File: config.mk
export PLATFORM = sky130hd
export DESIGN_NAME = serial_rx_fwdclk
export DESIGN_NICKNAME = d
export VERILOG_FILES = /design/src/rtl/serial_rx_fwdclk_pkg.sv /design/src/rtl/serial_rx_fwdclk_sync_edge_det.sv /design/src/rtl/serial_rx_fwdclk.sv
export SDC_FILE = /design/constraint.sdc
export NUM_CORES = 1
export LEC_CHECK = 0
export BUFFER_PORTS_ARGS = -buffer_cell sky130_fd_sc_hd__buf_4
export CORE_MARGIN = 1
export CORE_UTILIZATION = 52
export CTS_CLUSTER_DIAMETER = 150
export DETAILED_ROUTE_END_ITERATION = 8
export PLACE_DENSITY = 0.84
export RECOVER_POWER = 25
export SYNTH_ARGS = -nofsm -noshare
export SYNTH_HDL_FRONTEND = slang
export SYNTH_SLANG_ARGS = --single-unit
File: constraint.sdc
create_clock -name Clock -period 1.5 [get_ports Clock]
set_input_delay 0.075 -clock Clock [delete_from_list [all_inputs] [get_ports Clock]]
set_output_delay 0.075 -clock Clock [all_outputs]
set_load 0.05 [all_outputs]
File: src/rtl/serial_rx_fwdclk_pkg.sv
// Shared definitions for the forwarded-clock serial receiver.
// Holds the receive FSM state type, the data width and the line levels
// of the start and stop bits, so the top and the bench agree on them.
package serial_rx_fwdclk_pkg;

  localparam int DATA_BITS = 8;
  localparam int BIT_CNT_W = $clog2(DATA_BITS);

  localparam logic START_BIT = 1'b0;
  localparam logic STOP_BIT  = 1'b1;

  typedef enum logic [1:0] {
    IDLE,
    DATA,
    PARITY,
    STOP
  } rx_state_t;

endpackage

File: src/rtl/serial_rx_fwdclk_sync_edge_det.sv
// Two-flop synchronizer with registered rising-edge detection on a strobe
// lane, plus plain synchronization of DATA_W companion data lanes that
// travel with the strobe.
// Ports:
//   clk        system clock, rising edge
//   resetn     synchronous active-low reset; all sync flops go to 1 (idle)
//   strobe     asynchronous strobe (forwarded serial clock)
//   data       asynchronous data lanes, captured alongside the strobe
//   rise       one-cycle pulse, registered, for each strobe rising edge
//   data_sync  data lanes as seen in the same cycle the edge was detected
module sync_edge_det #(
  parameter int DATA_W = 1
) (
  input  logic              clk,
  input  logic              resetn,
  input  logic              strobe,
  input  logic [DATA_W-1:0] data,
  output logic              rise,
  output logic [DATA_W-1:0] data_sync
);

  logic              strobe_s1;
  logic              strobe_s2;
  logic              strobe_prev;
  logic [DATA_W-1:0] data_s1;
  logic [DATA_W-1:0] data_s2;

  // Data lanes go through the same two-flop depth as the strobe so that the
  // value captured with the edge is the one present at the strobe edge.
  // The edge and its data are registered together, so the consumer sees
  // them one cycle after detection, in step with each other.
  always_ff @(posedge clk) begin
    if (!resetn) begin
      strobe_s1   <= 1'b1;
      strobe_s2   <= 1'b1;
      strobe_prev <= 1'b1;
      data_s1     <= '1;
      data_s2     <= '1;
      rise        <= 1'b0;
      data_sync   <= '1;
    end else begin
      strobe_s1   <= strobe;
      strobe_s2   <= strobe_s1;
      strobe_prev <= strobe_s2;
      data_s1     <= data;
      data_s2     <= data_s1;
      rise        <= strobe_s2 & ~strobe_prev;
      data_sync   <= data_s2;
    end
  end

endmodule

File: src/rtl/serial_rx_fwdclk.sv
// Serial receiver for a transmitter that forwards its bit clock.
// Frame: start 0, 8 data bits LSB first, parity, stop 1; idle line is 1.
// Ports:
//   Clock     system clock, rising edge
//   Resetn    synchronous active-low reset
//   SClk      forwarded serial clock, asynchronous to Clock
//   SData     serial data, valid at SClk rising edge
//   PDout     last accepted byte (also bytes with a parity error)
//   Pready    one-cycle pulse when PDout is loaded
//   ParError  parity status of the last accepted frame
//   FrameErr  one-cycle pulse when a frame is aborted (bad stop / timeout)
module serial_rx_fwdclk
  import serial_rx_fwdclk_pkg::*;
#(
  parameter int EVEN_PARITY = 1,
  parameter int TIMEOUT     = 1023
) (
  input  logic       Clock,
  input  logic       Resetn,
  input  logic       SClk,
  input  logic       SData,
  output logic [7:0] PDout,
  output logic       Pready,
  output logic       ParError,
  output logic       FrameErr
);

  localparam int           TO_W       = $clog2(TIMEOUT + 1);
  localparam logic [TO_W-1:0] TO_MAX  = TO_W'(TIMEOUT);
  localparam logic         PAR_EXPECT = (EVEN_PARITY != 0) ? 1'b0 : 1'b1;
  localparam logic [BIT_CNT_W-1:0] LAST_BIT = BIT_CNT_W'(DATA_BITS - 1);

  logic                  sclk_rise;
  logic                  sdata_bit;
  rx_state_t             state;
  logic [BIT_CNT_W-1:0]  bit_cnt;
  logic [DATA_BITS-1:0]  shift_reg;
  logic                  par_err;
  logic [TO_W-1:0]       to_cnt;

  sync_edge_det #(
    .DATA_W (1)
  ) u_sync (
    .clk       (Clock),
    .resetn    (Resetn),
    .strobe    (SClk),
    .data      (SData),
    .rise      (sclk_rise),
    .data_sync (sdata_bit)
  );

  // Receive FSM. The timeout counter restarts on every SClk edge and only
  // runs while a frame is in progress; it saturates so a stalled line can
  // never wrap it back into a false "recent edge" state.
  always_ff @(posedge Clock) begin
    if (!Resetn) begin
      state     <= IDLE;
      bit_cnt   <= '0;
      shift_reg <= '0;
      par_err   <= 1'b0;
      to_cnt    <= '0;
      PDout     <= '0;
      Pready    <= 1'b0;
      ParError  <= 1'b0;
      FrameErr  <= 1'b0;
    end else begin
      Pready   <= 1'b0;
      FrameErr <= 1'b0;

      if (state == IDLE || sclk_rise) begin
        to_cnt <= '0;
      end else if (to_cnt != TO_MAX) begin
        to_cnt <= to_cnt + 1'b1;
      end

      if (state != IDLE && !sclk_rise && to_cnt == TO_MAX) begin
        FrameErr <= 1'b1;
        state    <= IDLE;
      end else if (sclk_rise) begin
        case (state)
          IDLE: begin
            if (sdata_bit == START_BIT) begin
              bit_cnt <= '0;
              state   <= DATA;
            end
          end
          DATA: begin
            shift_reg[bit_cnt] <= sdata_bit;
            bit_cnt            <= bit_cnt + 1'b1;
            if (bit_cnt == LAST_BIT) begin
              state <= PARITY;
            end
          end
          PARITY: begin
            par_err <= ((^shift_reg) ^ sdata_bit) != PAR_EXPECT;
            state   <= STOP;
          end
          STOP: begin
            // A parity error still delivers the byte; only a bad stop bit
            // discards it.
            if (sdata_bit == STOP_BIT) begin
              PDout    <= shift_reg;
              ParError <= par_err;
              Pready   <= 1'b1;
            end else begin
              FrameErr <= 1'b1;
            end
            state <= IDLE;
          end
          default: state <= IDLE;
        endcase
      end
    end
  end

endmodule

==> results.md, run 1 <==
| Group | Item | Value |
|---|---|---|
| final layout | Top library cells by usage in the layout, fill and taps aside | sky130_fd_sc_hd__nand2_1, sky130_fd_sc_hd__dfxtp_1, sky130_fd_sc_hd__buf_4, sky130_fd_sc_hd__nor2_1, sky130_fd_sc_hd__a21boi_0 |
| route | Vias per cell | 5.303 |
| cts | CTS tree | built |
| final layout | Multi-input gate area in the final layout | 1036 µm² |
| critical path | Number of buffer and inverter instances along the worst setup path | 0 |
| cts | Max Root-Sink Buffers | 2 |
| die | X dimension of the die | 61.60 µm |
| power and ir drop | Combinational Power Share | 2.6% |
| synth | Number of nets produced by synthesis | 219 |
| cts | H-tree lvl count | 2 |
| critical path | Endpoint arrival time on the critical path | 1.72 ns |
| place | Detailed Place HPWL | 2363 µm |
| power and ir drop | Power density of the placed cells | 811.8 nW/µm² |
| global route | Pin count of the biggest net entering global routing | 19 |
| critical path | Worst R2R Setup Slack | 0.06 ns |
| final layout | Flip-flop count of the largest register, all copies and words added | 10 |
| die | Initial standard-cell utilization of the core | 54.91% |
| power and ir drop | Worst voltage drop across the vdd grid | 0.6543 mV |
| place | Placed Area | 2068 µm² |
| die | Placeable core region | 3363 µm² |
| critical path | CP Capture Type | flip-flop |
| timing | Slew Viols, Final | 0 |
| die | Number of top-level pins | 15 |
| route | Number of DRC violations after detailed-routing iteration 0 | 122 |
| global route | Vias in the first global route | 1,344 |
| cts | Root buffer cell | sky130_fd_sc_hd__clkbuf_4 |
| die | Die Area | 3794 µm² |
| timing | Max Clock Freq | 694.7 MHz |
| timing | Max-slew headroom | 75.20% |
| route | Detailed Routing Iterations Pass 1 | 4 |
| synth | Top-area cell type share of the netlist area | 45.53% |
| critical path | Crit-path slowest cell | sky130_fd_sc_hd__or4_1 |
| die | Number of placement rows | 21 |
| power and ir drop | Net load switching power | 0.3787 mW |
| critical path | Critical path startpoint category | flip-flop |
| power and ir drop | Part of the power in registers | 59.8% |
| synth | Synthesized netlist cell count | 208 |
| global route | Wire length of the first global-routing pass | 5789 µm |
| synth | Yosys warns | 0 |
| worst hold path | Worst hold-check path type | reg2reg |
| timing | Slew at the pin with the worst max-slew slack | 0.3710 ns |
| route | Final wirelength | 3612 µm |
| final layout | Storage element area | 853.3 µm² |
| synth | Average size of a mapped cell | 8.879 µm² |
| final layout | Layout cells sized above 1 | 24.59% |
| route | Drt drc | 0 |
| synth | Share of synthesized area occupied by flip-flops and latches | 45.53% |
| power and ir drop | Switch share | 20.18% |
| global route | Total global routing track utilization | 21.06% |
| synth | Cell type contributing the most total cell area after synthesis | sky130_fd_sc_hd__dfxtp_1 |
| synth | Flops & latches, synth | 42 |
| cts | Clock net sink count | 42 |
| status | Result of the run | finished clean |
| worst hold path | Startpoint of the lowest-slack hold path | u_sync.strobe_prev$_SDFF_PN1_ |
| route | ANT nets after route | 0 |
| synth | Mapped Area | 1847 µm² |
| place | IO buf count | 14 |
| final layout | Area of all placed cells without fillers | 2312 µm² |
| critical path | Critical path required time | 1.78 ns |
| final layout | Leading cell type in the layout, fill and taps excluded | sky130_fd_sc_hd__nand2_1 |
| critical path | Top fanout value on the critical path | 4 |
| place | Minimum setup slack after placement | -0.03494 ns |
| power and ir drop | Standby leakage power | 0.8346 nW |
| synth | Most area-consuming cells after synthesis | sky130_fd_sc_hd__dfxtp_1, sky130_fd_sc_hd__nand2_1, sky130_fd_sc_hd__a21boi_0 |
| timing | Final period demand of the worst path | 1.439 ns |
| place | Routability Congestion | 0.8347 |
| flow run | Maximum Capacitance Violations | 0 |
| final layout | Layout area overhead | 25.20% |
| cts | Worst-Skew Late Latency | 0.35 ns |
| timing | Unrepaired setup endpoints after global routing | true |
| timing | Final Cycle Share | 95.96% |
| synth | Count of unique library cells instantiated by Yosys | 37 |
| critical path | Crit Reg-Reg Startpoint | to_cnt[4]$_SDFFE_PP0P_ |
| cts | Num CTS Buffers | 5 |
| timing | Hold Vio Cnt, Final | 0 |
| global route | Initial antenna violation count | 0 |
| critical path | Worst-path cell chain | nand3_2 > or2_4 > or4_1 > a21oi_1 |
| timing | Largest clock skew in the final design | 0.01341 ns |
| critical path | Top cell family by delay on the critical path | simple AND/OR/NAND/NOR gates |
| critical path | Critical path startpoint | to_cnt[4]$_SDFFE_PP0P_ |
| timing | Finish-stage setup viols | 0 |
| final layout | Number of nets in the final layout | 254 |
| route | Routed wire length per instance | 12.46 µm |
| power and ir drop | Clk network pwr share | 37.7% |
| timing | Final critical-path setup slack | 0.06057 ns |
| timing | Hold Worst Slack | 0.3914 ns |
| cts | CTS clock-pin slew for the worst setup and hold paths | 0.12 ns |
| final layout | Number of antenna diodes | 0 |
| critical path | Worst stage delay on the critical path | 0.50 ns |
| synth | Fraction of registers with async set or reset after synthesis | 0% |
| die | DIE HEIGHT | 61.60 µm |
| final layout | Number of inserted filler cells in the final layout | 287 |
| critical path | Category of the critical setup timing path | reg2reg |
| route | Number of vias in the routed layout | 1,538 |
| global route | Remaining Overflow, GRT | 0 |
| power and ir drop | Internal power | 1.498 mW |
| synth | Leading register cell type out of synthesis | sky130_fd_sc_hd__dfxtp_1 |
| synth | Number of enable flip-flop cells after synthesis | 0 |
-- power groups by stage --
stage / Clock, mW / Sequential, mW / Combinational (mW)
3_3_place_gp: 0 / 1.15 / 0.0359
3_5_place_dp: 0 / 1.15 / 0.0365
6_report: 0.707 / 1.12 / 0.0482
5_1_grt: 0.776 / 1.12 / 0.0528
2_1_floorplan: 0 / 1.15 / 0.0250
4_1_cts: 0.724 / 1.13 / 0.0469
-- worst reg2reg max path: cells and delay by family, from the launching register on --
family	cells	cell delay (ns)
AOI/OAI and AO/OA	1	0.14
DFF	1	0.38
and+or+nand+nor	3	0.85
-- per-layer routing --
| layer | share of wire, % | vias up | global-route usage (%) | wire (µm) |
|---|---|---|---|---|
| li1 | - | 784 | - | - |
| met3 | 3.0 | 7 | 5.672 | 110 |
| met1 | 47 | 719 | 26.42 | 1708 |
| met4 | 1.9 | 0 | 7.619 | 67 |
| met2 | 48 | 28 | 34.72 | 1726 |
| met5 | 0 | - | 0 | 0 |
-- stage by stage --
stage | TNS (ns) | util (%) | instances | power, mW
3_5_place_dp | -0.09524 | 61.50 | 273 | 1.187
4_1_cts | 0 | 66.22 | 287 | 1.896
6_report | 0 | 68.75 | 290 | 1.877
3_3_place_gp | 0 | 61.50 | 273 | 1.186
5_1_grt | -0.02069 | 68.75 | 290 | 1.952
2_1_floorplan | 0 | - | 208 | 1.174
-- path summary, 6_finish.rpt --
path,endpoint,cells after the start
max,to_cnt[7]$_SDFFE_PP0P_,4
min,u_sync.rise$_SDFF_PN0_,1
max reg2reg,to_cnt[7]$_SDFFE_PP0P_,4
min reg2reg,u_sync.rise$_SDFF_PN0_,1
-- layout make-up --
cell class              instances  area share (%)
clock buffers                   6           1.786
clock inverters                 2           1.623
inverters                       4          0.6493
multi-input cells             156           44.80
flip-flops and latches         42           36.90
well taps                      46           2.489
repair buffers                 34           11.74
-- repair_timing --
item                                    in CTS  in global routing
hold buffers                                 5                  0
gates resized for setup                      7                 21
endpoints found under the setup margin      10                 22
endpoints found under the hold margin        6                  0
setup buffers                                1                  3
pin swaps                                    2                  5
-- synth_stat cells (2+ instances only) --
cell,instances
sky130_fd_sc_hd__xor2_1,4
sky130_fd_sc_hd__dfxtp_1,42
sky130_fd_sc_hd__o21ai_0,9
sky130_fd_sc_hd__a31oi_1,2
sky130_fd_sc_hd__a21oi_1,4
sky130_fd_sc_hd__ha_1,7
sky130_fd_sc_hd__nand3b_1,3
sky130_fd_sc_hd__a211oi_1,3
sky130_fd_sc_hd__xnor2_1,5
sky130_fd_sc_hd__a21boi_0,17
sky130_fd_sc_hd__nor2_1,17
sky130_fd_sc_hd__mux2i_1,4
sky130_fd_sc_hd__inv_1,4
sky130_fd_sc_hd__o31ai_1,3
sky130_fd_sc_hd__clkbuf_1,5
sky130_fd_sc_hd__nor2b_1,4
sky130_fd_sc_hd__nand2_1,38
sky130_fd_sc_hd__nor3_1,4
sky130_fd_sc_hd__nand2b_1,8
sky130_fd_sc_hd__nand3_1,6
sky130_fd_sc_hd__a32oi_1,2
sky130_fd_sc_hd__and3_1,2
-- cell families after synthesis --
group / share of synthesized area, %
AO/OA/AOI/OAI: 15.72
XOR/XNOR: 5.487
adder cells (fa/ha/maj): 4.742
buffers and inverters: 2.100
flip-flops: 45.53
multiplexers: 2.168
AND/OR/NAND/NOR: 24.26
No activity file was read; power rests on OpenSTA's default activity.
==> run 2: changes to the inputs <==
--- a/config.mk
+++ b/config.mk
@@ -5,12 +5,13 @@
 export SDC_FILE = /design/constraint.sdc
 export NUM_CORES = 1
 export LEC_CHECK = 0
+export ABC_CLOCK_PERIOD_IN_PS = 1700
 export BUFFER_PORTS_ARGS = -buffer_cell sky130_fd_sc_hd__buf_4
 export CORE_MARGIN = 1
-export CORE_UTILIZATION = 52
+export CORE_UTILIZATION = 60
 export CTS_CLUSTER_DIAMETER = 150
 export DETAILED_ROUTE_END_ITERATION = 8
-export PLACE_DENSITY = 0.84
+export PLACE_DENSITY = 0.9
 export RECOVER_POWER = 25
 export SYNTH_ARGS = -nofsm -noshare
 export SYNTH_HDL_FRONTEND = slang
==> constraint.sdc (replaced) <==
create_clock -name Clock -period 1.7 [get_ports Clock]
set_input_delay 0.085 -clock Clock [delete_from_list [all_inputs] [get_ports Clock]]
set_output_delay 0.085 -clock Clock [all_outputs]
set_load 0.05 [all_outputs]
==> run 2 against run 1 <==
  * The run now ends with design-rule violations left
  * First-iteration DRC count down 40%
  * Global-route usage up 3.3 points
  * Cell count down 8.6%
  * Sequential cell count unchanged
  * Cell area down 9.2%
  * Critical path type unchanged
  * Sequential power down 11%
  * Setup slack better by 0.034 ns
  * Clock skew down 0.0012 ns
  * Register-to-register slack better by 0.03 ns
  * Clock power down 27%
==> results.md, run 2 (same netlist as run 1, synthesis figures left out) <==
| Group | Item | Value |
|---|---|---|
| status | Result of the run | finished with violations |
| status | Failing checks | design-rule violations |
| die | Initial standard-cell utilization of the core | 65.28% |
| timing | Max Clock Freq | 622.8 MHz |
| timing | Slew at the pin with the worst max-slew slack | 0.6050 ns |
| power and ir drop | Standby leakage power | 0.7506 nW |
| global route | Total global routing track utilization | 24.35% |
| timing | Final Cycle Share | 94.45% |
| route | Vias per cell | 5.653 |
| die | X dimension of the die | 57.48 µm |
| critical path | Worst R2R Setup Slack | 0.09 ns |
| cts | H-tree lvl count | 2 |
| critical path | Number of buffer and inverter instances along the worst setup path | 0 |
| timing | Finish-stage setup viols | 0 |
| cts | Worst-Skew Late Latency | 0.35 ns |
| route | Number of vias in the routed layout | 1,498 |
| timing | Max-slew headroom | 59.84% |
| timing | Largest clock skew in the final design | 0.01222 ns |
| final layout | Number of antenna diodes | 0 |
| final layout | Post-layout util | 74.21% |
| route | ANT nets after route | 0 |
| die | Placeable core region | 2829 µm² |
| critical path | Top fanout value on the critical path | 4 |
| power and ir drop | Worst voltage drop across the vdd grid | 0.6184 mV |
| critical path | CP Capture Type | flip-flop |
| cts | Root buffer cell | sky130_fd_sc_hd__clkbuf_4 |
| critical path | Worst stage delay on the critical path | 0.43 ns |
| worst hold path | Worst hold-check path type | in2reg |
| timing | Slew Viols, Final | 0 |
| final layout | Top library cells by usage in the layout, fill and taps aside | sky130_fd_sc_hd__dfxtp_1, sky130_fd_sc_hd__nand2_1, sky130_fd_sc_hd__nor2_1, sky130_fd_sc_hd__a21boi_0, sky130_fd_sc_hd__buf_4 |
| route | Number of DRC violations after detailed-routing iteration 0 | 73 |
| cts | CTS tree | built |
| critical path | Critical path required time | 1.94 ns |
| global route | Vias in the first global route | 1,412 |
| global route | Pin count of the biggest net entering global routing | 34 |
| final layout | Flip-flop count of the largest register, all copies and words added | 10 |
| critical path | Critical path startpoint category | flip-flop |
| power and ir drop | Power density of the placed cells | 733.8 nW/µm² |
| timing | Hold Vio Cnt, Final | 0 |
| cts | CTS clock-pin slew for the worst setup and hold paths | 0.12 ns |
| place | Routability Congestion | 0.8260 |
| die | Die Area | 3304 µm² |
| place | Detailed Place HPWL | 2404 µm |
| final layout | Leading cell type in the layout, fill and taps excluded | sky130_fd_sc_hd__dfxtp_1 |
| cts | Max Root-Sink Buffers | 2 |
| flow run | Maximum Capacitance Violations | 0 |
| cts | Clock net sink count | 42 |
| critical path | Worst-path cell chain | ha_1 > and4_2 > nand3_1 > o31ai_1 > nor2_1 |
| final layout | Number of inserted filler cells in the final layout | 220 |
| global route | Wire length of the first global-routing pass | 6065 µm |
| route | Routed wire length per instance | 13.38 µm |
| die | DIE HEIGHT | 57.48 µm |
| final layout | Number of nets in the final layout | 244 |
| final layout | Layout cells sized above 1 | 12.39% |
| timing | Unrepaired setup endpoints after global routing | false |
| critical path | Category of the critical setup timing path | reg2reg |
| final layout | Layout area overhead | 13.69% |
| global route | Remaining Overflow, GRT | 0 |
| critical path | Top cell family by delay on the critical path | simple AND/OR/NAND/NOR gates |
| global route | Initial antenna violation count | 0 |
| route | Detailed Routing Iterations Pass 1 | 6 |
| timing | Setup TNS | 0 ns |
| route | Final wirelength | 3545 µm |
| timing | Final period demand of the worst path | 1.606 ns |
| place | IO buf count | 14 |
| critical path | Crit-path slowest cell | sky130_fd_sc_hd__dfxtp_1 |
| cts | Num CTS Buffers | 5 |
| die | Number of top-level pins | 15 |
| die | Number of placement rows | 19 |
| critical path | Endpoint arrival time on the critical path | 1.84 ns |
| route | Drt drc | 1 |
run 2: power by group:
part,internal (mW),leakage [nW],switching [mW]
Combinational,0.0185,0.376,0.0142
Sequential,0.990,0.339,0.00438
Clock,0.201,0.0353,0.313
Total,1.21,0.751,0.331
run 2: layout make-up:
cell class / instances / area (µm²) / share of cell area, %
clock buffer: 7 / 55.05 / 2.622
clock inverter: 1 / 5.005 / 0.2384
inverter: 4 / 15.01 / 0.7151
multi-input combinational: 156 / 982.2 / 46.78
sequential: 42 / 840.8 / 40.05
tap: 31 / 38.79 / 1.847
timing repair buffer: 24 / 162.7 / 7.747
run 2: what timing repair did:
action / in CTS / in global routing
pin swaps: 0 / 0
gates resized for setup: 1 / 4
setup endpoints to repair: 1 / 11
endpoints found under the hold margin: 2 / 0
hold buffers: 2 / 0
setup buffers: 0 / 1
run 2: routing by layer:
layer | wire length, µm | vias up | global-route usage [%]
li1 | - | 763 | -
met2 | 1681 | 28 | 39.37
met3 | 125 | 13 | 6.349
met1 | 1638 | 694 | 29.41
met5 | 0 | - | 0
met4 | 99 | 0 | 13.59
run 2: final timing paths:
check / cells past startpoint / from / endpoint
setup / recovery: 5 / to_cnt[0]$_SDFFE_PP0P_ / state[1]$_SDFFE_PP0P_
hold / removal: 2 / Resetn / u_sync.data_s1$_SDFF_PN1_
setup reg to reg: 5 / to_cnt[0]$_SDFFE_PP0P_ / state[1]$_SDFFE_PP0P_
hold reg to reg: 1 / u_sync.strobe_prev$_SDFF_PN1_ / u_sync.rise$_SDFF_PN0_
run 2: stage by stage:
stage | instances | cell area, µm² | hold slack, ns | power (mW) | setup WS, ns
floorplan | 208 | 1847 | 0.1580 | 1.035 | 0.09791
global placement | 254 | 2019 | 0.2698 | 1.045 | 0.1606
detailed placement | 254 | 2019 | 0.2774 | 1.046 | 0.05726
CTS | 264 | 2100 | 0.04767 | 1.555 | 0.005128
global route | 265 | 2100 | 0.06269 | 1.599 | 0.02413
finish | 265 | 2100 | 0.05335 | 1.541 | 0.09438
==> run 3: changes to the inputs <==
--- a/config.mk
+++ b/config.mk
@@ -11,8 +11,9 @@
 export CORE_UTILIZATION = 60
 export CTS_CLUSTER_DIAMETER = 150
 export DETAILED_ROUTE_END_ITERATION = 8
-export PLACE_DENSITY = 0.9
+export PLACE_DENSITY = 0.84
 export RECOVER_POWER = 25
+export SETUP_SLACK_MARGIN = 0.5
 export SYNTH_ARGS = -nofsm -noshare
 export SYNTH_HDL_FRONTEND = slang
 export SYNTH_SLANG_ARGS = --single-unit
==> run 3 against run 2 <==
  * The run still ends with design-rule violations left
  * Clock skew decreased by 0.0018 ns
  * Register-to-register slack lost 0.07 ns
  * Critical endpoint is now to_cnt[8]$_SDFFE_PP0P_
  * Sequential cell count stayed put
  * Via count increased by 24%
  * Routed wire length rose by 77%
  * Core utilization rose by 18 points
  * Total power grew 9.7%
  * Critical path depth grew 2
  * Largest power group unchanged
  * Cell count is 6.8% higher
  * Die area unchanged
  * Global-route usage is 9.3 points higher
  * Sequential share of layout area decreased by 6.3 points
==> results.md, run 3 (same netlist as run 1, synthesis figures left out) <==
| Group | Item | Value |
|---|---|---|
| final layout | Flip-flop count of the largest register, all copies and words added | 10 |
| place | Routability Congestion | 0.8185 |
| route | Routed wire length per instance | 22.14 µm |
| die | Initial standard-cell utilization of the core | 65.28% |
| place | Placed Area | 2044 µm² |
| place | Detailed Place HPWL | 2486 µm |
| global route | Vias in the first global route | 1,676 |
| route | ANT nets after route | 0 |
| critical path | CP Capture Type | flip-flop |
| final layout | Number of nets in the final layout | 262 |
| die | Placeable core region | 2829 µm² |
| cts | Clock net sink count | 42 |
| die | X dimension of the die | 57.48 µm |
| timing | Final Cycle Share | 98.58% |
| die | Number of top-level pins | 15 |
| route | Vias per cell | 6.544 |
| timing | Slew at the pin with the worst max-slew slack | 0.6216 ns |
| cts | Worst-Skew Late Latency | 0.37 ns |
| critical path | Category of the critical setup timing path | reg2reg |
| flow run | Maximum Capacitance Violations | 0 |
| place | IO buf count | 14 |
| cts | H-tree lvl count | 2 |
| route | Drt drc | 3 |
| critical path | Endpoint arrival time on the critical path | 1.93 ns |
| final layout | Storage element area | 883.3 µm² |
| final layout | Leading cell type in the layout, fill and taps excluded | sky130_fd_sc_hd__nand2_1 |
| status | Result of the run | finished with violations |
| global route | Pin count of the biggest net entering global routing | 34 |
| status | Failing checks | design-rule violations |
| cts | Root buffer cell | sky130_fd_sc_hd__clkbuf_4 |
| global route | Global route hottest layer | met2 |
| critical path | Critical path startpoint category | flip-flop |
| route | Final wirelength | 6266 µm |
| critical path | Top fanout value on the critical path | 4 |
| timing | Largest clock skew in the final design | 0.01044 ns |
| cts | Max Root-Sink Buffers | 2 |
| cts | CTS clock-pin slew for the worst setup and hold paths | 0.13 ns |
| worst hold path | Worst hold-check path type | in2reg |
| cts | Num CTS Buffers | 5 |
| timing | Hold Vio Cnt, Final | 0 |
| final layout | Layout area overhead | 41.73% |
| power and ir drop | Worst voltage drop across the vdd grid | 0.7174 mV |
| route | Number of vias in the routed layout | 1,852 |
| global route | Initial antenna violation count | 0 |
| final layout | Multi-input gate area in the final layout | 1276 µm² |
| cts | CTS tree | built |
| final layout | Number of inserted filler cells in the final layout | 99 |
| global route | GRT met3 Usage | 9.524% |
| timing | Unrepaired setup endpoints after global routing | true |
| final layout | Post-layout util | 92.53% |
| final layout | Number of antenna diodes | 0 |
| die | DIE HEIGHT | 57.48 µm |
| timing | Slew Viols, Final | 0 |
| place | Number of cells after detailed placement | 248 |
| global route | Met2 capacity usage during global routing | 53.49% |
| power and ir drop | Standby leakage power | 0.8938 nW |
| power and ir drop | Power density of the placed cells | 645.9 nW/µm² |
| timing | Finish-stage setup viols | 0 |
| critical path | Critical path required time | 1.95 ns |
| timing | Max Clock Freq | 596.7 MHz |
| final layout | Top library cells by usage in the layout, fill and taps aside | sky130_fd_sc_hd__nand2_1, sky130_fd_sc_hd__dfxtp_1, sky130_fd_sc_hd__buf_4, sky130_fd_sc_hd__a21boi_1, sky130_fd_sc_hd__nor2_1 |
| power and ir drop | Total Power | 1.691 mW |
| global route | Total global routing track utilization | 33.70% |
| die | Die Area | 3304 µm² |
| die | Number of placement rows | 19 |
| route | Number of DRC violations after detailed-routing iteration 0 | 155 |
| final layout | Cell Count, Final, Fillers Out | 283 |
| final layout | Area of all placed cells without fillers | 2618 µm² |
| global route | GR met1 Demand/Resource | 42.90% |
| route | Detailed Routing Iterations Pass 1 | 7 |
| global route | Wire length of the first global-routing pass | 8238 µm |
| global route | Remaining Overflow, GRT | 0 |
| timing | Final period demand of the worst path | 1.676 ns |
| critical path | Worst R2R Setup Slack | 0.02 ns |
| final layout | Layout cells sized above 1 | 43.25% |
| timing | Max-slew headroom | 58.74% |
run 3: timing repair:
action	4_1_cts	5_1_grt
setup buffers	19	4
hold buffers	2	0
gates resized for setup	43	66
gates cloned	1	1
hold endpoints to repair	2	0
pin swaps	16	32
setup endpoints to repair	35	35
run 3: area by class of cell:
type	instances	share of cell area, %
Inverter	4	0.7648
Clock buffer	6	1.577
Multi-Input combinational cell	158	48.76
Timing Repair Buffer	40	12.24
Tap cell	31	1.482
Sequential cell	42	33.75
Clock inverter	2	1.434
run 3: worst max-delay path: stages, from the launching register on:
cell                       delay (ns)
sky130_fd_sc_hd__dfxtp_4         0.40
sky130_fd_sc_hd__ha_4            0.15
sky130_fd_sc_hd__nand4_1         0.14
sky130_fd_sc_hd__buf_6           0.16
sky130_fd_sc_hd__buf_4           0.13
sky130_fd_sc_hd__nor2_1          0.14
sky130_fd_sc_hd__nor2_1          0.08
sky130_fd_sc_hd__a211oi_1        0.35
run 3: final timing paths:
kind / endpoint / start / cells after the start
setup / recovery: to_cnt[8]$_SDFFE_PP0P_ / to_cnt[0]$_SDFFE_PP0P_ / 7
setup reg to reg: to_cnt[8]$_SDFFE_PP0P_ / to_cnt[0]$_SDFFE_PP0P_ / 7
hold / removal: u_sync.data_s1$_SDFF_PN1_ / Resetn / 2
hold reg to reg: u_sync.rise$_SDFF_PN0_ / u_sync.strobe_prev$_SDFF_PN1_ / 1
run 3: power breakdown:
| part | internal, mW | switching [mW] |
|---|---|---|
| clock | 0.310 | 0.356 |
| sequential | 0.975 | 0.00550 |
| combinational | 0.0234 | 0.0211 |
| total | 1.31 | 0.382 |
run 3: stage by stage:
stage               setup WS [ns]  hold WS [ns]  TNS (ns)
finish                    0.02413       0.04892         0
global route             -0.01528       0.05479  -0.01528
CTS                        0.2522       0.05739         0
detailed placement         0.1560        0.2725         0
global placement           0.2536        0.2684         0
floorplan                  0.3346        0.1580         0
run 3: metal layers:
layer / share of wire (%) / vias to the layer above
met1: 38 / 879
li1: - / 798
met4: 3.9 / 0
met2: 48 / 144
met3: 9.8 / 31
met5: 0 / -
